`src/rtl/mdio_pkg.sv`:
```
// Shared definitions for the MDIO link manager: register map, bit positions,
// FSM states and the MDIO_ADDR/MDIO_CTRL word builders.
package mdio_pkg;

  localparam logic [11:0] MDIO_ADDR_OFS = 12'h7E4;
  localparam logic [11:0] MDIO_WR_OFS   = 12'h7E8;
  localparam logic [11:0] MDIO_RD_OFS   = 12'h7EC;
  localparam logic [11:0] MDIO_CTRL_OFS = 12'h7F0;

  localparam int CTRL_BUSY_BIT = 0;
  localparam int CTRL_EN_BIT   = 3;
  localparam int OP_READ_BIT   = 10;
  localparam int BMSR_LINK_BIT = 2;
  localparam int BMSR_ANC_BIT  = 5;

  typedef enum logic [2:0] {
    IDLE,
    ARB,
    WR_ADDR,
    WR_CTRL,
    RD_CTRL,
    RD_DATA,
    DONE
  } state_t;

  function automatic logic [31:0] addr_word(input logic [4:0] phy, input logic [4:0] rg);
    logic [31:0] w;
    w              = '0;
    w[OP_READ_BIT] = 1'b1;
    w[9:5]         = phy;
    w[4:0]         = rg;
    return w;
  endfunction

  function automatic logic [31:0] ctrl_start_word();
    logic [31:0] w;
    w                = '0;
    w[CTRL_EN_BIT]   = 1'b1;
    w[CTRL_BUSY_BIT] = 1'b1;
    return w;
  endfunction

endpackage

```
`src/rtl/mdio_link_mgr_if.sv`:
```
// Register-access request/done bus between the link manager and the MDIO
// controller register block.
interface mdio_link_mgr_if #(
  parameter int P_AXI_ADDR_WIDTH = 13,
  parameter int P_AXI_DATA_WIDTH = 32
);
  logic                        do_axi_write;
  logic [P_AXI_ADDR_WIDTH-1:0] axi_write_addr;
  logic [P_AXI_DATA_WIDTH-1:0] axi_write_data;
  logic                        write_done;
  logic                        do_axi_read;
  logic [P_AXI_ADDR_WIDTH-1:0] axi_read_addr;
  logic [P_AXI_DATA_WIDTH-1:0] axi_read_data;
  logic                        read_done;

  modport master (
    output do_axi_write, axi_write_addr, axi_write_data,
    input  write_done,
    output do_axi_read, axi_read_addr,
    input  axi_read_data, read_done
  );

  modport slave (
    input  do_axi_write, axi_write_addr, axi_write_data,
    output write_done,
    input  do_axi_read, axi_read_addr,
    output axi_read_data, read_done
  );
endinterface

```
`src/rtl/mdio_link_mgr_poll_timer.sv`:
```
// Poll interval counter: counts while enabled, wraps at P_CYCLES-1 with a
// one-cycle expiry pulse; clear has priority over counting.
module poll_timer #(
  parameter int P_CYCLES = 1_000_000
) (
  input  logic clk,
  input  logic rst,
  input  logic en,
  input  logic clr,
  output logic expire
);
  localparam int CW = ($clog2(P_CYCLES) > 0) ? $clog2(P_CYCLES) : 1;

  logic [CW-1:0] cnt_reg;
  logic          at_end;

  assign at_end = (cnt_reg == CW'(P_CYCLES - 1));
  assign expire = en && at_end && !clr;

  always_ff @(posedge clk) begin
    if (!rst || clr) begin
      cnt_reg <= '0;
    end else if (en) begin
      cnt_reg <= at_end ? '0 : cnt_reg + 1'b1;
    end
  end
endmodule

```
`src/rtl/mdio_link_mgr.sv`:
```
// Periodically polls PHY BMSR (reg 1) through the MDIO controller register
// block and serves user register reads, one register access at a time.
module mdio_link_mgr
  import mdio_pkg::*;
#(
  parameter int         P_AXI_ADDR_WIDTH = 13,
  parameter int         P_AXI_DATA_WIDTH = 32,
  parameter logic [4:0] P_PHY_ADDR       = 5'd0,
  parameter int         P_POLL_CYCLES    = 1_000_000,
  parameter int         P_BUSY_TIMEOUT   = 1024
) (
  input  logic                   clk,
  input  logic                   rst,
  mdio_link_mgr_if.master        bus,
  input  logic                   poll_en,
  input  logic                   usr_req,
  input  logic [4:0]             usr_reg,
  output logic                   usr_ack,
  output logic [15:0]            usr_data,
  output logic [15:0]            phy_status,
  output logic                   link_up,
  output logic                   an_complete,
  output logic                   status_valid,
  output logic                   timeout_err
);
  localparam int AW = P_AXI_ADDR_WIDTH;
  localparam int DW = P_AXI_DATA_WIDTH;
  localparam int BW = $clog2(P_BUSY_TIMEOUT + 1);

  state_t        state_reg, state_next;
  logic          pend_reg, pend_next;
  logic          src_user_reg, src_user_next;
  logic [4:0]    reg_sel_reg, reg_sel_next;
  logic [BW-1:0] busy_cnt_reg, busy_cnt_next;
  logic          tmo_cur_reg, tmo_cur_next;
  logic          poll_due_reg, poll_due_next;
  logic [15:0]   phy_status_reg, phy_status_next;
  logic [15:0]   usr_data_reg, usr_data_next;
  logic          timeout_err_reg, timeout_err_next;

  logic          tmr_en, tmr_clr, tmr_expire;
  logic          wr_pulse, rd_pulse;
  logic [AW-1:0] wr_addr, rd_addr;
  logic [DW-1:0] wr_data;
  logic          unused_rd_bits;

  poll_timer #(.P_CYCLES(P_POLL_CYCLES)) u_poll_timer (
    .clk    (clk),
    .rst    (rst),
    .en     (tmr_en),
    .clr    (tmr_clr),
    .expire (tmr_expire)
  );

  // The interval only runs while idle with nothing pending, so a deferred
  // poll never stacks up a second expiry.
  assign tmr_en = (state_reg == IDLE) && poll_en && !poll_due_reg;

  always_ff @(posedge clk) begin
    if (!rst) begin
      state_reg       <= IDLE;
      pend_reg        <= 1'b0;
      src_user_reg    <= 1'b0;
      reg_sel_reg     <= '0;
      busy_cnt_reg    <= '0;
      tmo_cur_reg     <= 1'b0;
      poll_due_reg    <= 1'b0;
      phy_status_reg  <= '0;
      usr_data_reg    <= '0;
      timeout_err_reg <= 1'b0;
    end else begin
      state_reg       <= state_next;
      pend_reg        <= pend_next;
      src_user_reg    <= src_user_next;
      reg_sel_reg     <= reg_sel_next;
      busy_cnt_reg    <= busy_cnt_next;
      tmo_cur_reg     <= tmo_cur_next;
      poll_due_reg    <= poll_due_next;
      phy_status_reg  <= phy_status_next;
      usr_data_reg    <= usr_data_next;
      timeout_err_reg <= timeout_err_next;
    end
  end

  // Each access state issues its pulse while nothing is outstanding, then
  // waits; done pulses are only honoured while the matching access is pending.
  always_comb begin
    state_next       = state_reg;
    pend_next        = pend_reg;
    src_user_next    = src_user_reg;
    reg_sel_next     = reg_sel_reg;
    busy_cnt_next    = busy_cnt_reg;
    tmo_cur_next     = tmo_cur_reg;
    poll_due_next    = poll_en && (poll_due_reg || tmr_expire);
    phy_status_next  = phy_status_reg;
    usr_data_next    = usr_data_reg;
    timeout_err_next = timeout_err_reg;
    tmr_clr          = !poll_en;
    wr_pulse         = 1'b0;
    rd_pulse         = 1'b0;
    wr_addr          = '0;
    wr_data          = '0;
    rd_addr          = '0;
    usr_ack          = 1'b0;
    status_valid     = 1'b0;

    case (state_reg)
      IDLE: begin
        if (usr_req || poll_due_reg) state_next = ARB;
      end
      ARB: begin
        busy_cnt_next = '0;
        tmo_cur_next  = 1'b0;
        if (usr_req) begin
          src_user_next = 1'b1;
          reg_sel_next  = usr_reg;
          state_next    = WR_ADDR;
        end else if (poll_due_reg) begin
          src_user_next = 1'b0;
          reg_sel_next  = 5'd1;
          state_next    = WR_ADDR;
        end else begin
          state_next = IDLE;
        end
      end
      WR_ADDR: begin
        wr_addr  = AW'(MDIO_ADDR_OFS);
        wr_data  = DW'(addr_word(P_PHY_ADDR, reg_sel_reg));
        wr_pulse = !pend_reg;
        if (pend_reg && bus.write_done) begin
          pend_next  = 1'b0;
          state_next = WR_CTRL;
        end
      end
      WR_CTRL: begin
        wr_addr  = AW'(MDIO_CTRL_OFS);
        wr_data  = DW'(ctrl_start_word());
        wr_pulse = !pend_reg;
        if (pend_reg && bus.write_done) begin
          pend_next  = 1'b0;
          state_next = RD_CTRL;
        end
      end
      RD_CTRL: begin
        rd_addr  = AW'(MDIO_CTRL_OFS);
        rd_pulse = !pend_reg;
        if (pend_reg && bus.read_done) begin
          pend_next = 1'b0;
          if (!bus.axi_read_data[CTRL_BUSY_BIT]) begin
            state_next = RD_DATA;
          end else if (busy_cnt_reg == BW'(P_BUSY_TIMEOUT - 1)) begin
            timeout_err_next = 1'b1;
            tmo_cur_next     = 1'b1;
            if (src_user_reg) usr_data_next = 16'hFFFF;
            state_next = DONE;
          end else begin
            busy_cnt_next = busy_cnt_reg + 1'b1;
          end
        end
      end
      RD_DATA: begin
        rd_addr  = AW'(MDIO_RD_OFS);
        rd_pulse = !pend_reg;
        if (pend_reg && bus.read_done) begin
          pend_next = 1'b0;
          if (src_user_reg) usr_data_next = bus.axi_read_data[15:0];
          else              phy_status_next = bus.axi_read_data[15:0];
          state_next = DONE;
        end
      end
      DONE: begin
        if (src_user_reg) begin
          usr_ack = 1'b1;
        end else begin
          status_valid  = !tmo_cur_reg;
          poll_due_next = 1'b0;
          tmr_clr       = 1'b1;
        end
        state_next = IDLE;
      end
      default: state_next = IDLE;
    endcase

    if (wr_pulse || rd_pulse) pend_next = 1'b1;
  end

  assign bus.do_axi_write   = wr_pulse;
  assign bus.axi_write_addr = wr_addr;
  assign bus.axi_write_data = wr_data;
  assign bus.do_axi_read    = rd_pulse;
  assign bus.axi_read_addr  = rd_addr;
  assign unused_rd_bits     = ^bus.axi_read_data[DW-1:16];

  assign usr_data    = usr_data_reg;
  assign phy_status  = phy_status_reg;
  assign link_up     = phy_status_reg[BMSR_LINK_BIT];
  assign an_complete = phy_status_reg[BMSR_ANC_BIT];
  assign timeout_err = timeout_err_reg;
endmodule

```
`src/flat_wrapper.sv`:
```
// flat-port wrapper written by rule: the top's interface ports become plain ports
module mdio_link_mgr_flat import mdio_pkg::*;
#(
  parameter int         P_AXI_ADDR_WIDTH = 13,
  parameter int         P_AXI_DATA_WIDTH = 32,
  parameter logic [4:0] P_PHY_ADDR       = 5'd0,
  parameter int         P_POLL_CYCLES    = 1_000_000,
  parameter int         P_BUSY_TIMEOUT   = 1024
)
  (clk, rst, poll_en, usr_req, usr_reg, usr_ack, usr_data, phy_status, link_up, an_complete, status_valid, timeout_err, bus_do_axi_write, bus_axi_write_addr, bus_axi_write_data, bus_write_done, bus_do_axi_read, bus_axi_read_addr, bus_axi_read_data, bus_read_done);
  mdio_link_mgr_if #(.P_AXI_ADDR_WIDTH(P_AXI_ADDR_WIDTH), .P_AXI_DATA_WIDTH(P_AXI_DATA_WIDTH)) bus_i ();
  input  logic clk;
  input  logic rst;
  input  logic poll_en;
  input  logic usr_req;
  input  logic [4:0] usr_reg;
  output logic usr_ack;
  output logic [15:0] usr_data;
  output logic [15:0] phy_status;
  output logic link_up;
  output logic an_complete;
  output logic status_valid;
  output logic timeout_err;
  output wire logic [$bits(bus_i.do_axi_write)-1:0] bus_do_axi_write;
  output wire logic [$bits(bus_i.axi_write_addr)-1:0] bus_axi_write_addr;
  output wire logic [$bits(bus_i.axi_write_data)-1:0] bus_axi_write_data;
  input wire logic [$bits(bus_i.write_done)-1:0] bus_write_done;
  output wire logic [$bits(bus_i.do_axi_read)-1:0] bus_do_axi_read;
  output wire logic [$bits(bus_i.axi_read_addr)-1:0] bus_axi_read_addr;
  input wire logic [$bits(bus_i.axi_read_data)-1:0] bus_axi_read_data;
  input wire logic [$bits(bus_i.read_done)-1:0] bus_read_done;
  assign bus_do_axi_write = bus_i.do_axi_write;
  assign bus_axi_write_addr = bus_i.axi_write_addr;
  assign bus_axi_write_data = bus_i.axi_write_data;
  assign bus_i.write_done = bus_write_done;
  assign bus_do_axi_read = bus_i.do_axi_read;
  assign bus_axi_read_addr = bus_i.axi_read_addr;
  assign bus_i.axi_read_data = bus_axi_read_data;
  assign bus_i.read_done = bus_read_done;
  mdio_link_mgr #(.P_AXI_ADDR_WIDTH(P_AXI_ADDR_WIDTH), .P_AXI_DATA_WIDTH(P_AXI_DATA_WIDTH), .P_PHY_ADDR(P_PHY_ADDR), .P_POLL_CYCLES(P_POLL_CYCLES), .P_BUSY_TIMEOUT(P_BUSY_TIMEOUT)) u_core (.clk(clk), .rst(rst), .bus(bus_i), .poll_en(poll_en), .usr_req(usr_req), .usr_reg(usr_reg), .usr_ack(usr_ack), .usr_data(usr_data), .phy_status(phy_status), .link_up(link_up), .an_complete(an_complete), .status_valid(status_valid), .timeout_err(timeout_err));
endmodule
```
`config.mk`:
```
export PLATFORM = sky130hd
export DESIGN_NAME = mdio_link_mgr_flat
export DESIGN_NICKNAME = d
export VERILOG_FILES = /design/src/rtl/mdio_pkg.sv /design/src/rtl/mdio_link_mgr_if.sv /design/src/rtl/mdio_link_mgr_poll_timer.sv /design/src/rtl/mdio_link_mgr.sv /design/src/flat_wrapper.sv
export SDC_FILE = /design/constraint.sdc
export NUM_CORES = 1
export LEC_CHECK = 0
export ABC_AREA = 1
export ABC_CLOCK_PERIOD_IN_PS = 1750
export BUFFER_PORTS_ARGS = -buffer_cell sky130_fd_sc_hd__buf_2
export CELL_PAD_IN_SITES_DETAIL_PLACEMENT = 1
export CELL_PAD_IN_SITES_GLOBAL_PLACEMENT = 1
export CORE_MARGIN = 5
export CORE_UTILIZATION = 35
export DETAILED_ROUTE_END_ITERATION = 12
export PLACE_DENSITY = 0.87
export SYNTH_ARGS = -nofsm -noshare
export SYNTH_HDL_FRONTEND = slang
export SYNTH_SLANG_ARGS = --single-unit
export TNS_END_PERCENT = 30
```
`constraint.sdc`:
```
create_clock -name clk -period 1.75 [get_ports clk]
set_input_delay 0.175 -clock clk [delete_from_list [all_inputs] [get_ports clk]]
set_output_delay 0.175 -clock clk [all_outputs]
set_load 0.01 [all_outputs]
```
After elaboration in Yosys (flattened, before gate mapping)
Cells that the tools add are included.
- output and inout bits: 97
- input bits: 43
- logic and storage cells: 114
- bits in registers: 76
- multiplexer cells: 47
- bitwise gates (word level): 1
- reductions and logical operators: 32
- add/subtract/negate cells: 2
- eq/ne operators: 21
- operator list (operator ; number):
    2-to-1 mux 16 bit ; 6
    one-hot mux 11 bit (2 select lines) ; 4
    2-to-1 mux 11 bit ; 3
    one-hot mux 16 bit (2 select lines) ; 1
    2-to-1 mux 3 bit ; 8
    adder 20 x 1 -> 20 bit, second input constant ; 1
    == test 20 bit, second input constant ; 1
    2-to-1 mux 20 bit ; 1
    2-to-1 mux 1 bit ; 18
    one-hot mux 3 bit (6 select lines) ; 1
    inequality test 2 x 1 -> 1 bit, second input constant ; 7
    AND reduction 4 bit ; 3
    adder 11 x 1 -> 11 bit, second input constant ; 1
    == test 11 x 10 -> 1 bit, second input constant ; 1
    2-to-1 mux 5 bit ; 2
    == test 3 bit, second input constant ; 3
    logical AND 1 bit ; 7
    AND reduction 7 bit ; 1
    == test 3 x 2 -> 1 bit, second input constant ; 2
    logical NOT 1 bit ; 6
    inequality test 2 bit, second input constant ; 3
    inequality test 3 x 1 -> 1 bit, second input constant ; 2
    AND reduction 3 bit ; 2
    AND reduction 6 bit ; 1
    11 further kinds ; 18

Logic depth before layout (Yosys ltp)
- word-level depth: 9
- gate-level depth with buffers: 11
- gate-level depth less buffers: 10

Hierarchy
From an unflattened synthesis, not the netlist that was laid out.
- cell total of the unflattened synthesis: 663
- area, all modules: 4346.7 µm²
- modules (own cells, without submodules) (module ; times used ; area each (µm²) ; sequential area each (µm²) ; cells an instance):
    mdio_link_mgr ; 1 ; 3154.3 ; 1121.1 ; 475
    poll_timer ; 1 ; 1192.4 ; 400.4 ; 188

Least setup slack after synthesis
No wires, ideal clock.
- path kind: register to register
- from: reg u_core.busy_cnt_reg[0]
- to: reg u_core.usr_data_reg[10] (netlist: u_core.usr_data[10])
- stages on the path, launching flop included: 10
- library setup time: 0.115 ns
- required time: 1.635 ns
- arrival: 1.438 ns
- path buffers: 1
- path slack: 0.197 ns
- clock period less this slack: 1.553 ns
- path through: dfxtp_1 > ha_1 > nand2_1 > nor2_4 > nand3_2 > o21ai_4 > buf_4 > nand3_1 > nand2_1 > nor2_1
- word-level cells in the longest chain between the ends: 3
- RTL lines (what ; RTL line ; text):
    start: declaration ; mdio_link_mgr.sv:34 ; logic [BW-1:0] busy_cnt_reg, busy_cnt_next;
    start signal: assignment ; mdio_link_mgr.sv:76 ; busy_cnt_reg <= busy_cnt_next;
    == test 11 x 10 -> 1 bit ; mdio_link_mgr.sv:151 ; end else if (busy_cnt_reg == BW'(P_BUSY_TIMEOUT - 1)) begin
    inequality test 2 x 1 -> 1 bit (no line) ; - ;
    AND reduction 7 bit (no line) ; - ;
    end signal: assignment ; mdio_link_mgr.sv:80 ; usr_data_reg <= usr_data_next;
    end: declaration ; mdio_link_mgr.sv:38 ; logic [15:0] usr_data_reg, usr_data_next;
Every way passes these cells.
A chain may end at the register's enable or synchronous reset.

Worst setup path after layout
- from: reg u_core.state_reg[2]
- to: out bus_axi_write_data[1]
- word-level cells in the longest chain between the ends: 2
- elaborated cells on any way between the ends: 3
- those cells by class: eq/ne: 2; mux: 1
- RTL lines (what ; RTL line ; text):
    start: declaration ; mdio_link_mgr.sv:30 ; state_t state_reg, state_next;
    start signal: assignment ; mdio_link_mgr.sv:72 ; state_reg <= state_next;
    == test 3 x 2 -> 1 bit ; mdio_link_mgr.sv:107 ; case (state_reg)
    one-hot mux 11 bit (2 select lines) (*) ; mdio_link_mgr.sv:107 ;
    end: declaration ; flat_wrapper.sv:26 ; output wire logic [$bits(bus_i.axi_write_data)-1:0] bus_axi_write_data;
Every way passes the cells marked *; elsewhere a longest branch is shown, timed or not.

==> impl_metrics.csv <==
group,metric,value,unit
layout,largest_reg_flops,20,
sta,whs,0.0797,ns
cts,clockRootBuffer,"clkbuf_16",
grt,grt_pass1_wl,20700,um
synthesis,synth_edf_count,0,
die,floorplan.initialDensity,0.356,
die,rows,40,
cts,htree_levels,3,
power_and_ir_drop,seqPwrFrac,0.340,
sta,slew_viol_final,0,
synthesis,ys.warnings.count,0,
synthesis,synth_adder_area_share,0.00588,
layout,layout.cells.most_common_list,"141 x nor2_1, 124 x nand2_1, 88 x buf_2, 71 x dfxtp_1, 48 x inv_1",
die,core-area,12000,sq um
sta,clock.fmax,0.593,GHz
sta,finalSetupViolCount,0,
power_and_ir_drop,pwr-share-clk,0.350,
critical_path,rr_endpoint,"u_core.usr_data[4]",
synthesis,synth_cells,634,
synthesis,yosysSeqAreaShare,0.357,
cts,cts_hold_buf,0,
job,maxCapViolations,0,
die,die_h,120,um
synthesis,synth_area,4260,sq um
synthesis,muxShareOfSynthArea,0,
synthesis,synth_xor_area_frac,0.0144,
place,gp_congestion,0.851,
route,drc,0,
route,vias_per_cell,4.86,
power_and_ir_drop,p_leak,2.41,nW
critical_path,cp-end-kind,"output pin",
grt,grt_start_max_net_pins,42,
critical_path,startpoint,"u_core.state_reg[2]",
grt,antenna_found_initial,0,
grt,grt_pass1_vias,4380,
sta,fin_skew,0.00823,ns
critical_path,reg2reg_depth,10,
cts,clk_pin_slew,0.06,ns
synthesis,synthSimpleGateAreaFrac,0.363,
synthesis,synthArstFlopShare,0,
critical_path,r2r_start,"u_core.state_reg[1]",
synthesis,ys.flop_type,"dfxtp_1",
power_and_ir_drop,p_int,3.86,mW
power_and_ir_drop,power_density,1140,nW/um^2
synthesis,synth_compound_area_frac,0.0864,
route,wirelength,13500,um
die,num_io_pins,140,
layout,antenna_cells,0,
synthesis,synth_top_family_by_area,"simple AND/OR/NAND/NOR gates",
critical_path,regToRegSetupSlack,0.07,ns
synthesis,ys_seq_elements,76,
critical_path,cp-endpoint,"bus_axi_write_data[1]",
cts,numCtsBuffers,9,
critical_path,required,1.57,ns
place,dp_slack,0.00447,ns
synthesis,synth.distinct_cells,34,
critical_path,arrival,1.51,ns
critical_path,crit_fanout,9,
layout,layout.nets,774,
critical_path,crit_path_start_kind,"register",
layout,mostFrequentLayoutCell,"nor2_1",
cts,cts_tree,"yes",
critical_path,critPathKind,"register to output pin",
power_and_ir_drop,vdd_drop_max,0.000413,V
status,outcome,"complete, no violations",
route,vias,4285,
power_and_ir_drop,swShare,0.350,
sta,grt_setup_unrepaired,"yes",
cts,clock_path_buffers,2,
power_and_ir_drop,p_sw,2.08,mW
route,ant_nets,0,
layout,syn_to_final_growth,22.4,%
route,drtIter0Drc,259,
worst_hold_path,hp-class,"input pin to register",
route,routedWlPerCell,15.4,um
sta,finalWorstSetupSlack,0.0645,ns
layout,drive_gt1_frac,0.233,
route,dr.pass1.iters,4,
die,die_area,14500,sq um
grt,grt.total_usage,0.175,
place,hpwl,9520,um
grt,gr-total-overflow,0,
die,die_w,120,um
worst_hold_path,hold-path-cell-count,3,
cts,clock-sinks,76,
power_and_ir_drop,combPwrFrac,0.311,
place,numPortBuffers,88,
synthesis,synth_area_per_cell,6.71,sq um
sta,post-route-period-util,0.963,
sta,hold_viol_final,0,
cts,clk-insertion-delay-late,0.35,ns
sta,period_needed,1.69,ns
==> kinds of logic after synthesis <==
| kind of cell | Yosys count |
|---|---|
| other | 1 |
| XOR/XNOR | 7 |
| AND/OR/NAND/NOR | 356 |
| flip-flops | 76 |
| buffers and inverters | 124 |
| adder cells (fa/ha/maj) | 2 |
| AO/OA/AOI/OAI | 68 |
==> worst min-delay path by stage <==
stage	slack (ns)	endpoint	from
after detailed placement	0.43	u_core.reg_sel_reg[0]	usr_reg[0]
after global routing	0.1	u_core.reg_sel_reg[3]	usr_reg[3]
after global placement	0.41	u_core.reg_sel_reg[0]	usr_reg[0]
final	0.08	u_core.reg_sel_reg[0]	usr_reg[0]
after CTS	0.08	u_core.reg_sel_reg[0]	usr_reg[0]
after floorplan	0.31	u_core.reg_sel_reg[0]	usr_reg[0]
==> cell usage after synthesis, drive strengths merged, types with 3 or more instances <==
library cell | number | share of area
buf | 66 | 0.12
xor2 | 4 | 0.0082
o21bai | 3 | 0.0053
nor2 | 153 | 0.15
xnor2 | 3 | 0.0062
dfxtp | 76 | 0.36
o21ai | 23 | 0.031
nand4 | 13 | 0.019
nand2 | 130 | 0.12
clkbuf | 5 | 0.0044
inv | 53 | 0.047
nand3 | 46 | 0.059
a21oi | 41 | 0.049
nor3 | 9 | 0.011
==> what timing repair did <==
action,4_1_cts,5_1_grt
setup buffers,0,8
resized for setup,5,14
cloned,0,4
pin swaps,0,3
endpoints found under the setup margin,18,29
==> through the flow <==
step                      instance area (sq um)  setup TNS [ns]  instances  utilization  power (mW)
final                                      5210               0        881        0.435        5.94
after global routing                       5210         -0.0646        881        0.435        6.25
after CTS                                  5000               0        869        0.418        5.70
after detailed placement                   4660               0        853        0.390        3.60
after global placement                     4660               0        853        0.390        3.53
after floorplan                            4380               0        668            -        3.28
==> cell type report <==
type	instances	area (sq um)
fillers	1584	6750
multi-input cells	468	2180
flip-flops and latches	76	1540
repair buffers	121	782
clock buffers	10	229
inverters	53	201
well taps	147	184
clock inverters	6	96.3
==> power groups by stage <==
stage               clock network (mW)  logic, mW  registers, mW
finish                            2.08       1.85           2.02
global route                      2.18       2.04           2.03
CTS                               2.11       1.59           1.99
detailed placement                   0       1.58           2.02
global placement                     0       1.52           2.01
floorplan                            0       1.34           1.94
==> routing by layer <==
layer  share of wire  track usage  routed length (um)
met2            0.54        0.333                7360
met4           0.016       0.0446                 210
met5               0            0                   0
met3           0.035       0.0379                 476
met1            0.41        0.196                5490
==> critical path: stages (launching register included) <==
cell     delay, ns
dfxtp_4       0.40
inv_2         0.12
nand3_1       0.17
buf_4         0.20
nor2_1        0.12
buf_2         0.16
Power figures use the tool's default switching activity.
